`config.mk`:
```
export PLATFORM = sky130hd
export DESIGN_NAME = mux3_rr_arbiter
export DESIGN_NICKNAME = d
export VERILOG_FILES = /design/src/rtl/mux3_rr_arbiter_pkg.sv /design/src/rtl/mux3_rr_arbiter_rr_pick3.sv /design/src/rtl/mux3_rr_arbiter.sv
export SDC_FILE = /design/constraint.sdc
export NUM_CORES = 1
export LEC_CHECK = 0
export BUFFER_PORTS_ARGS = -buffer_cell sky130_fd_sc_hd__buf_2
export CORE_ASPECT_RATIO = 0.7
export CORE_MARGIN = 1.5
export CORE_UTILIZATION = 48
export DETAILED_ROUTE_END_ITERATION = 8
export PLACE_DENSITY = 0.77
export SETUP_SLACK_MARGIN = 0.02
export SYNTH_ARGS = -nofsm -noshare
export SYNTH_HDL_FRONTEND = slang
export SYNTH_SLANG_ARGS = --single-unit
```
`constraint.sdc`:
```
create_clock -name clk -period 2.3 [get_ports clk]
set_input_delay 0.115 -clock clk [delete_from_list [all_inputs] [get_ports clk]]
set_output_delay 0.115 -clock clk [all_outputs]
set_load 0.02 [all_outputs]
```
`src/rtl/mux3_rr_arbiter_pkg.sv`:
```
// Shared encodings and helpers for the 3-way round-robin select-path arbiter.
package mux3_rr_arbiter_pkg;

  localparam int W_DEF        = 5;
  localparam int MAX_HOLD_DEF = 8;
  localparam int CW_DEF       = 4;

  localparam logic [0:0] ST_IDLE = 1'b0;
  localparam logic [0:0] ST_OWN  = 1'b1;

  localparam logic [1:0] SEL_N0 = 2'd0;
  localparam logic [1:0] SEL_N1 = 2'd1;
  localparam logic [1:0] SEL_N2 = 2'd2;

  // Next requester index in round-robin order, wrapping 2 -> 0.
  function automatic logic [1:0] inc3(input logic [1:0] idx);
    logic [1:0] nxt;
    if (idx == SEL_N2) nxt = SEL_N0;
    else               nxt = idx + 2'd1;
    return nxt;
  endfunction

  function automatic logic [2:0] onehot3(input logic [1:0] idx);
    logic [2:0] oh;
    case (idx)
      SEL_N0:  oh = 3'b001;
      SEL_N1:  oh = 3'b010;
      default: oh = 3'b100;
    endcase
    return oh;
  endfunction

endpackage

```
`src/rtl/mux3_rr_arbiter_rr_pick3.sv`:
```
// Round-robin pick among three requests; the last owner is scanned last,
// so it only wins when nobody else is asking.
import mux3_rr_arbiter_pkg::*;

module rr_pick3 (
  input  logic [2:0] i_req,
  input  logic [1:0] i_last,
  output logic       o_any,
  output logic [1:0] o_pick
);

  logic [1:0] w_first;
  logic [1:0] w_second;

  assign w_first  = inc3(i_last);
  assign w_second = inc3(w_first);
  assign o_any    = |i_req;

  always_comb begin
    if (i_req[w_first])       o_pick = w_first;
    else if (i_req[w_second]) o_pick = w_second;
    else                      o_pick = i_last;
  end

endmodule

```
`src/rtl/mux3_rr_arbiter.sv`:
```
// Time-shared 3:1 select path with round-robin grant, release handshake,
// bounded hold time and a registered, qualified result.
import mux3_rr_arbiter_pkg::*;

module mux3_rr_arbiter #(
  parameter int W        = W_DEF,
  parameter int MAX_HOLD = MAX_HOLD_DEF,
  parameter int CW       = CW_DEF
) (
  input  logic         clk,
  input  logic         rst,
  input  logic [2:0]   req,
  input  logic [2:0]   rel,
  input  logic [W-1:0] n0,
  input  logic [W-1:0] n1,
  input  logic [W-1:0] n2,
  output logic [2:0]   gnt,
  output logic [1:0]   sel,
  output logic [W-1:0] res,
  output logic         res_vld,
  output logic         timeout
);

  logic [0:0]    r_state;
  logic [CW-1:0] r_hold_cnt;
  logic [2:0]    r_gnt;
  logic [1:0]    r_sel;
  logic [1:0]    r_last;
  logic [W-1:0]  r_res;
  logic          r_res_vld;
  logic          r_timeout;

  logic          w_any;
  logic [1:0]    w_pick;
  logic          w_release;
  logic          w_others;
  logic          w_hold_done;
  logic          w_grant;
  logic          w_drop;
  logic          w_preempt;
  logic [W-1:0]  w_n_sel;

  rr_pick3 u_pick (
    .i_req  (req),
    .i_last (r_last),
    .o_any  (w_any),
    .o_pick (w_pick)
  );

  assign w_release   = rel[r_sel] | ~req[r_sel];
  assign w_others    = |(req & ~r_gnt);
  assign w_hold_done = (r_hold_cnt == CW'(MAX_HOLD - 1));

  always_comb begin
    case (r_sel)
      SEL_N0:  w_n_sel = n0;
      SEL_N1:  w_n_sel = n1;
      default: w_n_sel = n2;
    endcase
  end

  // Release re-arbitrates over all requests; r_last keeps the releasing owner last.
  always_comb begin
    w_grant   = 1'b0;
    w_drop    = 1'b0;
    w_preempt = 1'b0;
    if (r_state == ST_IDLE) begin
      w_grant = w_any;
    end else if (w_release) begin
      w_grant = w_any;
      w_drop  = ~w_any;
    end else if (w_hold_done && w_others) begin
      w_grant   = 1'b1;
      w_preempt = 1'b1;
    end
  end

  always_ff @(posedge clk or posedge rst) begin
    if (rst) begin
      r_state    <= ST_IDLE;
      r_hold_cnt <= '0;
      r_gnt      <= 3'b000;
      r_sel      <= SEL_N0;
      r_last     <= SEL_N2;
      r_res      <= '0;
      r_res_vld  <= 1'b0;
      r_timeout  <= 1'b0;
    end else begin
      r_timeout <= w_preempt;
      r_res_vld <= (r_state == ST_OWN);
      if (r_state == ST_OWN) r_res <= w_n_sel;

      if (w_grant) begin
        r_state    <= ST_OWN;
        r_gnt      <= onehot3(w_pick);
        r_sel      <= w_pick;
        r_last     <= w_pick;
        r_hold_cnt <= '0;
      end else if (w_drop) begin
        r_state <= ST_IDLE;
        r_gnt   <= 3'b000;
      end else if (r_state == ST_OWN && !w_hold_done) begin
        r_hold_cnt <= r_hold_cnt + CW'(1);
      end
    end
  end

  assign gnt     = r_gnt;
  assign sel     = r_sel;
  assign res     = r_res;
  assign res_vld = r_res_vld;
  assign timeout = r_timeout;

  a_sel_gnt_legal: assert property (@(posedge clk) disable iff (rst)
    (r_sel != 2'd3) && $onehot0(r_gnt));

endmodule
```
==> impl_metrics.ini <==
[global_route]
grt_antenna_before_repair = 0
busiest_layer = met2
track_usage_pct = 22.1
grt_max_degree = 19
grt_first_pass_wirelength_mm = 3.63
use_met3_pct = 6.94
grt_overflow_total = 0
grt_pass1_vias = 781
grtUsageMet1_pct = 25.7
met2_usage_pct = 38.4

[place]
io_buffers = 34
gp_congestion = 0.805
dp_hpwl_mm = 1.67

[finish]
drive_gt1_share_pct = 38.5
syn_to_final_growth_pct = 23.8
num_antenna_cells = 0
finish.net_count = 160

[logic_synthesis]
synth_compound_area_share_pct = 11.7
synth_area_um2 = 993
synth_cells = 98
synthAdderAreaFrac_pct = 1.26
synth_edf_count = 0
yosysSeqAreaShare_pct = 45.5
synth-simple-area-share_pct = 15.9
avgSynthCellArea_um2 = 10.1
synthMuxAreaShare_pct = 20.3
synthArstFlopShare_pct = 100
synth.area.top_cells = dfrtp_1 43%, mux2i_1 10%, nand2_1 6.0%
post-synth-top-area-fraction_pct = 42.8
ys_top_cells_by_count = 17 x dfrtp_1, 16 x nand2_1, 10 x mux2i_1, 7 x o21ai_0
synthFlopType = dfrtp_1
yosysUniqueCellTypes = 30
ys_warn_count = 0
synth_top_family_by_area = multiplexers
yosysMostFrequentCell = dfrtp_1
ys_ff_latch = 18
synth_nets = 122
synthXorXnorAreaFrac_pct = 0.882
synth_area_leader_cell = dfrtp_1

[clock_network]
worst_skew_pair.late_latency_ns = 0.31
post_cts_buffers = 0
htreeDepth = 1
cts.sinks = 18
root_buffer = clkbuf_4
cts_buffers = 3
clk_path_buf_depth = 2
cts_tree = built
clk_pin_slew_ns = 0.11

[floorplanning]
coreArea_um2 = 1900
dieArea_um2 = 2360
dieHeight_um = 41.1
row_count = 13
io_pins = 35
die_width_um = 57.4
initial_core_util_pct = 52.2

[setup_path]
critical_path_class = reg2reg
crit_path_end_kind = flip-flop
required_ns = 2.53
cp_max_fo = 7
reg2reg_slack_ns = 0.30
cp-start-kind = flip-flop
arrival_ns = 2.24

[timing]
finalCriticalPeriod_ns = 2.00
finalCritPeriodShare_pct = 87.1
tns_ns = 0
finalHoldViolCount = 0
rsz0062_at_grt = no
skew_ns = 0.00771
setup_viol = 0
clock.fmax_ghz = 0.499
max-slew-margin-rel_pct = 54.7
worst_slew_pin_slew_ns = 0.679
slew_viol_final = 0

[detailed_routing]
wl_mm = 2.25
routedWlPerCell_um = 14.4
drt_iter0_markers = 12
vias = 837
ant_nets = 0
drt_pass1_iterations = 2
drc = 0
vias_per_cell = 5.33

[power_and_ir_drop]
cellPowerDensity_nw_per_um2 = 1080
p_total_uw = 1330
power_leakage_uw = 0.000633
vdd_drop_max_uv = 751

[flow_run]
cap_violations = 0

[outcome]
status = complete, no violations

[hold_path]
hold_class = in2reg
## metrics by stage
| stage | area, um2 | hold WS (ns) | cells | utilization [%] | worst slack, ns |
|---|---|---|---|---|---|
| 2_1_floorplan | 993 | 0.0528 | 98 | - | 0.291 |
| 3_3_place_gp | 1180 | 0.237 | 152 | 62.2 | 0.420 |
| 3_5_place_dp | 1180 | 0.250 | 152 | 62.2 | 0.340 |
| 4_1_cts | 1230 | 0.135 | 157 | 64.6 | 0.311 |
| 5_1_grt | 1230 | 0.171 | 157 | 64.6 | 0.175 |
| 6_report | 1230 | 0.132 | 157 | 64.6 | 0.296 |
## where the power goes
group / internal [uW] / switching [uW] / leakage (uW)
logic: 282 / 314 / 0.000392
clock network: 96.8 / 108 / 0.0000210
registers: 424 / 103 / 0.000221
## path summary, 6_finish.rpt
kind                                    startpoint                        end  depth (start not counted)
worst min register to register  res[0]$_DFFE_PP0P_         res[0]$_DFFE_PP0P_                          1
worst min-delay path                         n2[2]         res[2]$_DFFE_PP0P_                          4
min in group asynchronous                      rst         res[2]$_DFFE_PP0P_                          3
max in group asynchronous                      rst  r_hold_cnt[2]$_DFFE_PP0P_                          3
worst max register to register  sel[1]$_DFFE_PP0N_         gnt[1]$_DFFE_PP0P_                          6
worst max-delay path            sel[1]$_DFFE_PP0N_         gnt[1]$_DFFE_PP0P_                          6
## per-layer routing
layer | wire, um | vias up | share of wire, %
li1 | - | 417 | -
met1 | 1050 | 395 | 47
met2 | 1070 | 20 | 47
met3 | 93 | 5 | 4.1
met4 | 37 | 0 | 1.6
met5 | 0 | - | 0
## repair_timing
item,CTS,global route
resized for setup,0,0
hold buffers,1,0
endpoints found under the hold margin,17,0
## critical path, stage by stage, from the launching register on
cell	delay, ns
dfrtp_1	0.39
or3b_1	0.37
a211o_1	0.34
a21oi_2	0.18
a31o_1	0.25
buf_4	0.21
mux2i_1	0.19
## state kept, by name (all words and copies together) (netlist names)
name	count
r_state	1
timeout	1
r_hold_cnt	4
res_vld	1
r_last	1
sel	2
gnt	3
res	5
## layout by cell type (no fill, tap or decap)
master and n:
a211o_1 1, ha_1 1, nand4_1 2, inv_1 4, a31o_1 1, a22oi_1 1, or2b_1 1, a31o_2 1
mux2i_1 10, nor3_1 1, clkbuf_8 1, nand3b_1 2, buf_2 34, dfrtp_1 17, nand3_1 1, a21oi_1 1
mux2_4 3, buf_4 3, o21ai_0 7, mux2_2 5, dlygate4sd3_1 1, nor2_1 5, clkbuf_4 3, nor2b_1 1
nand2b_1 3, o22ai_1 3, or3b_1 1, a21oi_2 1, nand2_1 16, dfstp_2 1, o21a_1 2, xnor2_1 1
## layout make-up
class | instances | area, um2
multi-input combinational | 71 | 497
inverter | 4 | 15.0
fill | 180 | 673
timing repair buffer | 38 | 203
clock buffer | 4 | 36.3
sequential | 18 | 452
tap | 22 | 27.5
## logic make-up (layout without fill, tap and decap cells)
logic type               count (synthesis)  after routing
XOR/XNOR                                 1              1
AND/OR/NAND/NOR                         33             33
flip-flops                              18             18
adder cells (fa/ha/maj)                  1              1
AO/OA/AOI/OAI                           18             18
buffers and inverters                    9             46
multiplexers                            18             18
(Power assumes the default switching activity.)
